===== config.mk =====
export PLATFORM = sky130hd
export DESIGN_NAME = word_serializer_flat
export DESIGN_NICKNAME = d
export VERILOG_FILES = /design/src/rtl/word_serializer_if.sv /design/src/rtl/word_serializer.sv /design/src/flat_wrapper.sv
export SDC_FILE = /design/constraint.sdc
export NUM_CORES = 1
export LEC_CHECK = 0
export CELL_PAD_IN_SITES_DETAIL_PLACEMENT = 1
export CELL_PAD_IN_SITES_GLOBAL_PLACEMENT = 2
export CORE_ASPECT_RATIO = 0.9
export CORE_UTILIZATION = 32
export CTS_CLUSTER_SIZE = 16
export DETAILED_ROUTE_END_ITERATION = 8
export GPL_ROUTABILITY_DRIVEN = 0
export HOLD_SLACK_MARGIN = 0.1
export PLACE_DENSITY_LB_ADDON = 0.25
export SYNTH_ARGS = -nofsm -noshare
export SYNTH_HDL_FRONTEND = slang
export SYNTH_SLANG_ARGS = --single-unit

===== constraint.sdc =====
create_clock -name clk -period 5.02 [get_ports clk]
set_input_delay 1.004 -clock clk [delete_from_list [all_inputs] [get_ports clk]]
set_output_delay 1.004 -clock clk [all_outputs]
set_load 0.1 [all_outputs]

===== src/rtl/word_serializer_if.sv =====
// -----------------------------------------------------------------------------
// word_serializer_if
// Stream bundle between a word-wide producer and the lane-wide serialiser.
//
// Parameters
//   WORD_W  input word width (integer multiple of LANE_W)
//   LANE_W  output lane width
//
// Signals
//   in_valid      producer offers a word
//   in_ready      serialiser can accept a word this cycle
//   in_data       word to serialise                      [WORD_W]
//   in_msb_first  1: most-significant lane first; 0: least-significant first
//   in_len        lanes to emit (0 or >N means N)         [LEN_W]
//   out_valid     out_data holds a valid lane
//   out_ready     sink accepts the current lane
//   out_data      current lane                            [LANE_W]
//   out_idx       beat index within the word, 0-based     [LEN_W]
//   out_last      current lane is the final lane of the word
//   busy          a word is held (mirrors out_valid)
//
// Modports
//   master  producer/sink side (drives in_*, out_ready)
//   slave   serialiser side   (drives in_ready, out_*, busy)
// -----------------------------------------------------------------------------
interface word_serializer_if #(
  parameter int WORD_W = 32,
  parameter int LANE_W = 8
);
  localparam int N     = WORD_W / LANE_W;
  localparam int LEN_W = $clog2(N + 1);

  logic              in_valid;
  logic              in_ready;
  logic [WORD_W-1:0] in_data;
  logic              in_msb_first;
  logic [LEN_W-1:0]  in_len;
  logic              out_valid;
  logic              out_ready;
  logic [LANE_W-1:0] out_data;
  logic [LEN_W-1:0]  out_idx;
  logic              out_last;
  logic              busy;

  modport master (
    output in_valid,
    output in_data,
    output in_msb_first,
    output in_len,
    output out_ready,
    input  in_ready,
    input  out_valid,
    input  out_data,
    input  out_idx,
    input  out_last,
    input  busy
  );

  modport slave (
    input  in_valid,
    input  in_data,
    input  in_msb_first,
    input  in_len,
    input  out_ready,
    output in_ready,
    output out_valid,
    output out_data,
    output out_idx,
    output out_last,
    output busy
  );
endinterface


===== src/rtl/word_serializer.sv =====
// -----------------------------------------------------------------------------
// word_serializer
// Breaks a WORD_W word into N = WORD_W/LANE_W lanes and emits them one per
// cycle on a valid/ready stream. Lane order (MSB-first or LSB-first) and the
// number of lanes to emit are captured with the word and stay fixed until its
// last lane has been accepted. A new word can be accepted on the same edge
// that retires the last lane of the current one, so back-to-back words flow
// with no idle beat in between.
//
// Parameters
//   WORD_W  input word width, integer multiple of LANE_W (default 32)
//   LANE_W  output lane width (default 8)
//
// Ports
//   clk    clock, all state changes on the rising edge
//   reset  synchronous active-high reset; drops any held word
//   bus    word_serializer_if.slave stream bundle (see interface header)
//
// All stream outputs come straight from flops; the only combinational path
// from an input to an output is out_ready -> in_ready.
// -----------------------------------------------------------------------------
module word_serializer #(
  parameter int WORD_W = 32,
  parameter int LANE_W = 8
) (
  input  logic             clk,
  input  logic             reset,
  word_serializer_if.slave bus
);

  localparam int N     = WORD_W / LANE_W;
  localparam int LEN_W = $clog2(N + 1);

  typedef enum logic [0:0] {
    IDLE = 1'b0,
    SEND = 1'b1
  } state_t;

  // ---------------------------------------------------------------------------
  // Lane extraction. Each candidate lane uses a constant slice, so this maps
  // to a plain N:1 mux keyed by the beat index.
  // ---------------------------------------------------------------------------
  function automatic logic [LANE_W-1:0] lane_sel(
    input logic [WORD_W-1:0] word,
    input logic              msb_first,
    input logic [LEN_W-1:0]  idx
  );
    logic [LANE_W-1:0] lane;
    lane = '0;
    for (int k = 0; k < N; k++) begin
      if (idx == LEN_W'(k)) begin
        if (msb_first) begin
          lane = word[WORD_W-1-k*LANE_W -: LANE_W];
        end else begin
          lane = word[k*LANE_W +: LANE_W];
        end
      end
    end
    return lane;
  endfunction

  // Held word context
  state_t            state_r;
  logic [WORD_W-1:0] word_r;
  logic              msb_first_r;
  logic [LEN_W-1:0]  len_last_r;   // index of the final beat, L-1

  // Registered stream outputs
  logic [LANE_W-1:0] out_data_r;
  logic [LEN_W-1:0]  out_idx_r;
  logic              out_last_r;

  // Combinational helpers
  logic              in_ready_s;
  logic              accept_s;
  logic [LEN_W-1:0]  eff_last_s;
  logic [LANE_W-1:0] first_lane_s;
  logic [LEN_W-1:0]  idx_next_s;

  // Space for a new word: nothing held, or the held word's last lane is
  // leaving on this edge. Deliberately independent of in_valid.
  always_comb begin
    in_ready_s = 1'b0;
    if (state_r == IDLE) begin
      in_ready_s = 1'b1;
    end else if (out_last_r && bus.out_ready) begin
      in_ready_s = 1'b1;
    end else begin
      in_ready_s = 1'b0;
    end
  end

  assign accept_s = bus.in_valid && in_ready_s;

  // Effective last-beat index of the offered word; out-of-range lengths
  // (0 or above N) fall back to a full word.
  always_comb begin
    eff_last_s = LEN_W'(N - 1);
    if ((bus.in_len == '0) || (bus.in_len > LEN_W'(N))) begin
      eff_last_s = LEN_W'(N - 1);
    end else begin
      eff_last_s = bus.in_len - LEN_W'(1);
    end
  end

  assign first_lane_s = lane_sel(bus.in_data, bus.in_msb_first, '0);
  assign idx_next_s   = out_idx_r + LEN_W'(1);

  // Serialiser FSM: word capture, beat advance, end-of-word handover.
  always_ff @(posedge clk) begin
    if (reset) begin
      state_r     <= IDLE;
      word_r      <= '0;
      msb_first_r <= 1'b0;
      len_last_r  <= '0;
      out_data_r  <= '0;
      out_idx_r   <= '0;
      out_last_r  <= 1'b0;
    end else begin
      case (state_r)
        IDLE: begin
          if (accept_s) begin
            state_r     <= SEND;
            word_r      <= bus.in_data;
            msb_first_r <= bus.in_msb_first;
            len_last_r  <= eff_last_s;
            out_data_r  <= first_lane_s;
            out_idx_r   <= '0;
            out_last_r  <= (eff_last_s == '0);
          end else begin
            // out_data keeps its last value while idle
            state_r    <= IDLE;
            out_idx_r  <= '0;
            out_last_r <= 1'b0;
          end
        end

        SEND: begin
          if (!bus.out_ready) begin
            // Backpressure: hold the presented lane unchanged
            state_r <= SEND;
          end else if (!out_last_r) begin
            out_idx_r  <= idx_next_s;
            out_data_r <= lane_sel(word_r, msb_first_r, idx_next_s);
            out_last_r <= (idx_next_s == len_last_r);
          end else if (accept_s) begin
            // Last lane retires while the next word is captured: no bubble
            state_r     <= SEND;
            word_r      <= bus.in_data;
            msb_first_r <= bus.in_msb_first;
            len_last_r  <= eff_last_s;
            out_data_r  <= first_lane_s;
            out_idx_r   <= '0;
            out_last_r  <= (eff_last_s == '0);
          end else begin
            state_r    <= IDLE;
            out_idx_r  <= '0;
            out_last_r <= 1'b0;
          end
        end

        default: begin
          state_r    <= IDLE;
          out_idx_r  <= '0;
          out_last_r <= 1'b0;
        end
      endcase
    end
  end

  assign bus.in_ready  = in_ready_s;
  assign bus.out_valid = (state_r == SEND);
  assign bus.busy      = (state_r == SEND);
  assign bus.out_data  = out_data_r;
  assign bus.out_idx   = out_idx_r;
  assign bus.out_last  = out_last_r;

endmodule


===== src/flat_wrapper.sv =====
// flat-port wrapper written by rule: the top's interface ports become plain ports
module word_serializer_flat 
#(
  parameter int WORD_W = 32,
  parameter int LANE_W = 8
)
  (clk, reset, bus_in_valid, bus_in_data, bus_in_msb_first, bus_in_len, bus_out_ready, bus_in_ready, bus_out_valid, bus_out_data, bus_out_idx, bus_out_last, bus_busy);
  word_serializer_if #(.WORD_W(WORD_W), .LANE_W(LANE_W)) bus_i ();
  input  logic clk;
  input  logic reset;
  input wire logic [$bits(bus_i.in_valid)-1:0] bus_in_valid;
  input wire logic [$bits(bus_i.in_data)-1:0] bus_in_data;
  input wire logic [$bits(bus_i.in_msb_first)-1:0] bus_in_msb_first;
  input wire logic [$bits(bus_i.in_len)-1:0] bus_in_len;
  input wire logic [$bits(bus_i.out_ready)-1:0] bus_out_ready;
  output wire logic [$bits(bus_i.in_ready)-1:0] bus_in_ready;
  output wire logic [$bits(bus_i.out_valid)-1:0] bus_out_valid;
  output wire logic [$bits(bus_i.out_data)-1:0] bus_out_data;
  output wire logic [$bits(bus_i.out_idx)-1:0] bus_out_idx;
  output wire logic [$bits(bus_i.out_last)-1:0] bus_out_last;
  output wire logic [$bits(bus_i.busy)-1:0] bus_busy;
  assign bus_i.in_valid = bus_in_valid;
  assign bus_i.in_data = bus_in_data;
  assign bus_i.in_msb_first = bus_in_msb_first;
  assign bus_i.in_len = bus_in_len;
  assign bus_i.out_ready = bus_out_ready;
  assign bus_in_ready = bus_i.in_ready;
  assign bus_out_valid = bus_i.out_valid;
  assign bus_out_data = bus_i.out_data;
  assign bus_out_idx = bus_i.out_idx;
  assign bus_out_last = bus_i.out_last;
  assign bus_busy = bus_i.busy;
  word_serializer #(.WORD_W(WORD_W), .LANE_W(LANE_W)) u_core (.clk(clk), .reset(reset), .bus(bus_i));
endmodule

* Yosys cells after proc, flatten, opt, wreduce, memory -nomap -nowiden
Cells that the tools add are included. W data, S select, Z words.
Storage, ports and cells: bits in registers 49, output and inout bits 15, word-level logic and storage cells 63
Operators by class: $add $sub $neg 2, $lt $le $gt $ge 1, equality and inequality tests 6, muxes and demuxes 39, bitwise operators 1, reductions and logical operators 7
Operator list (count):
- $mux W32 | 3
- $mux W8 | 12
- $pmux W32 S2 | 1
- $mux W3 | 6
- $pmux W8 S2 | 1
- $pmux W3 S2 | 2
- $mux W1 | 11
- $logic_not A3 Y1 | 3
- $eq A3 B2 Y1 const B | 2
- $pmux W1 S2 | 3
- $ne A2 B2 Y1 const B | 2
- $add A3 B1 Y3 const B | 1
- $eq A3 B1 Y1 const B | 1
- $eq A3 B3 Y1 | 1
- $gt A3 B3 Y1 const B | 1
- $sub A3 B1 Y3 const B | 1
- $logic_and A1 B1 Y1 | 2
- $reduce_and A2 Y1 | 1
- $logic_or A1 B1 Y1 | 1
- $not A1 Y1 | 1

* Depth between registers and ports, before layout
depth after elaboration 9, gate-level depth with buffers 8, gate-level depth less buffers 7

* Worst setup path after synthesis
OpenSTA, ideal clock, no wires.
path kind reg2out, start point reg u_core.out_last_r, in the netlist u_core.bus.out_last, end point out bus_in_ready, data arrival time 1630 ps, required time 4016 ps, path slack 2386 ps, stages on the path, launching flop included 2, cell sequence dfxtp_1 -> a21bo_2
Between the ends: longest elaborated chain between the ends 3
Ends and longest elaborated chain:
- start: declaration | RTL line word_serializer.sv:71 | logic out_last_r;
- start signal: assignment | RTL line word_serializer.sv:129 | out_last_r <= (eff_last_s == '0);
- start signal: assignment | RTL line word_serializer.sv:145 | out_last_r <= (idx_next_s == len_last_r);
- start signal: assignment | RTL line word_serializer.sv:154 | out_last_r <= (eff_last_s == '0);
- $logic_and A1 B1 Y1 | RTL line word_serializer.sv:86 | end else if (out_last_r && bus.out_ready) begin
- $mux W1 | RTL line word_serializer.sv:86
- $mux W1 | RTL line word_serializer.sv:84 | if (state_r == IDLE) begin
- end: declaration | RTL line flat_wrapper.sv:16 | output wire logic [$bits(bus_i.in_ready)-1:0] bus_in_ready;
No other way between the ends.

* Worst setup path in the final report
start point in bus_out_ready, end point out bus_in_ready
Between the ends: longest elaborated chain between the ends 3
Ends and longest elaborated chain:
- start: declaration | RTL line flat_wrapper.sv:15 | input wire logic [$bits(bus_i.out_ready)-1:0] bus_out_ready;
- $logic_and A1 B1 Y1 | RTL line word_serializer.sv:86
- $mux W1 | RTL line word_serializer.sv:86
- $mux W1 | RTL line word_serializer.sv:84
No other way between the ends.

==> impl_metrics.json <==
{
  "finalSetupTns_ns": 0,
  "drtIter0Drc": 91,
  "synth_common_cells": "nand2_1, a21oi_1, dfxtp_1",
  "hold_violations": 0,
  "crit_path_end_kind": "output pin",
  "clk_pin_slew_ns": 0.10,
  "yosys_warnings": 0,
  "synth_area_per_cell_um2": 8.223,
  "max_freq_mhz": 320.7,
  "yosys.area.top_type": "dfxtp_1",
  "cts-buffers-inserted": 5,
  "worstPathArrival_ns": 2.11,
  "fp.dieArea_mm2": 0.008722,
  "maxSlewHeadroom_pct": 23.26,
  "cts-root-buf": "clkbuf_8",
  "maxCapViolations": 0,
  "yosysSeqAreaShare_pct": 36.70,
  "worstPathRequired_ns": 4.02,
  "wl_per_cell_um": 16.17,
  "drive_gt1_share_pct": 4.696,
  "clock-sinks": 49,
  "num_rows": 31,
  "dieHeight_um": 88.70,
  "pre_cts_ws_ns": 1.813,
  "rsz0062_at_grt": "no",
  "avgViaCountPerCell": 5.189,
  "syn_inst": 325,
  "final_core_util_pct": 40.91,
  "chipWidth_um": 98.33,
  "io-pin-count": 55,
  "syn_nets": 371,
  "cts_hold_buffers": 0,
  "synthTopCellsByArea": "dfxtp_1, mux2i_1, nand2_1, a21oi_1, nand2b_1",
  "post-route-min-period_ns": 3.118,
  "start_util_pct": 33.13,
  "syn_area_mm2": 0.002673,
  "vias": 2392,
  "yosysMostFrequentCell": "nand2_1",
  "wl_mm": 7.453,
  "post_cts_buffers": 0,
  "overflow": 0,
  "worst_path_max_delay_cell": "clkdlybuf4s50_1",
  "cellPowerDensity_mw_per_mm2": 288.5,
  "ys_types": 32,
  "async_flop_share_pct": 0,
  "max_stage_delay_ns": 0.60,
  "grt_pass1_wl_mm": 12.05,
  "io_buffer_count": 54,
  "synth_ff_type": "dfxtp_1",
  "yosys.area.top_type_share_pct": 36.70,
  "post-dp-hpwl_mm": 5.183,
  "ys_ff_latch": 49,
  "power_uw": 952.3,
  "grt_usage_pct": 17.71,
  "synth-edff-count": 0,
  "cp_cell_sequence": "clkdlybuf4s50_1, a21bo_2, buf_4",
  "htree_levels": 2,
  "grt_max_degree": 49,
  "worstMarginPinSlew_ns": 1.148,
  "cts_tree": "built",
  "drv_slew": 0,
  "firstDrtPassIters": 6,
  "placedCellCount": 453,
  "nNetsFinal": 407,
  "antenna_left": 0,
  "core_mm2": 0.008068,
  "stdcell_count": 461,
  "finalCritPeriodShare_pct": 62.11,
  "leakagePower_uw": 0.001157,
  "outcome": "completed",
  "setup_ws_ns": 1.902,
  "antenna_found_initial": 0,
  "clock_latency_ns": 0.31,
  "area_growth_pct": 23.50,
  "hold_path.class": "reg2reg",
  "antenna-diode-count": 0,
  "peakVddDrop_mv": 0.09940,
  "grt_pass1_vias": 2370,
  "cts-resized-gates": 0,
  "clockBufferDepth": 2,
  "criticalPathCategory": "in2out",
  "worstPathMaxFanout": 7,
  "clock_skew_ns": 0.008696,
  "start_kind": "input port",
  "drc": 0,
  "setup_viol": 0
}
==> report_power, final <==
| part | leakage [uW] | total, uW | switching, uW | internal, uW |
|---|---|---|---|---|
| Sequential | 0.000403 | 442 | 27.3 | 414 |
| Combinational | 0.000700 | 248 | 154 | 93.4 |
| Clock | 0.0000542 | 263 | 138 | 125 |
==> final cells by class <==
type	instances	area (um2)
well taps	99	123.9
clock buffers	7	96.34
multi-input cells	241	1510
flip-flops and latches	49	982.2
clock inverters	1	5.005
inverters	8	30.03
repair buffers	56	553.0
fillers	984	4767
==> flip-flops by register name, summed over array words and instances, names as in the netlist <==
name                 flops
u_core.bus.busy          1
u_core.bus.out_data      8
u_core.msb_first_r       1
u_core.bus.out_idx       3
u_core.word_r           32
u_core.bus.out_last      1
u_core.len_last_r        3
==> metrics by stage <==
stage	hold WS [ns]	instance area, um2
2_1_floorplan	0.4483	2673
3_3_place_gp	0.4581	3199
3_5_place_dp	0.4662	3199
4_1_cts	0.4798	3301
5_1_grt	0.5061	3301
6_report	0.4796	3301
==> layer usage <==
layer | wire [um] | vias up | track usage (%)
li1 | - | 1204 | -
met1 | 3549 | 1154 | 22.28
met4 | 25 | 0 | 2.442
met3 | 208 | 2 | 3.949
met5 | 0 | - | 0
met2 | 3669 | 32 | 32.01
==> critical path, delay by kind of cell <==
kind	cells	cell delay [ns]
buf+inv	2	0.89
compound gates	1	0.21
==> worst paths after layout <==
kind / endpoint / slack [ns] / cells past startpoint / from
setup / recovery: bus_in_ready / 1.90 / 3 / bus_out_ready
hold / removal: u_core.word_r[15] / 0.48 / 2 / u_core.word_r[15]
setup reg to reg: u_core.bus.out_data[5] / 2.65 / 7 / u_core.bus.out_idx[0]
hold reg to reg: u_core.word_r[15] / 0.48 / 2 / u_core.word_r[15]
==> kinds of logic (layout without fill, tap and decap cells) <==
group | after synthesis | after routing | synth area share (%)
DFF | 49 | 49 | 36.70
xor gates and xnor gates | 4 | 4 | 1.311
and+or+nand+nor | 109 | 109 | 17.88
buffers and inverters | 35 | 72 | 6.788
AOI/OAI and AO/OA | 81 | 81 | 19.15
adders and majority gates | 6 | 6 | 2.809
muxes | 41 | 41 | 15.36
==> cell usage in the layout (no fill, tap or decap), types with 2 or more instances in the layout <==
master and instances:
nor3_1 2, a21oi_1 50, nor2_1 17, nand2b_1 13
nand3b_1 2, clkdlybuf4s50_1 53, mux2i_1 41, nand4_1 2
xnor2_1 3, nand2_1 67, buf_4 3, o22ai_1 8
o221ai_1 7, nor2b_1 2, dfxtp_1 48, a311oi_1 3
a211o_1 2, clkbuf_8 7, ha_1 6, inv_1 8
o32ai_1 8
No activity file was read; power rests on OpenSTA's default activity.
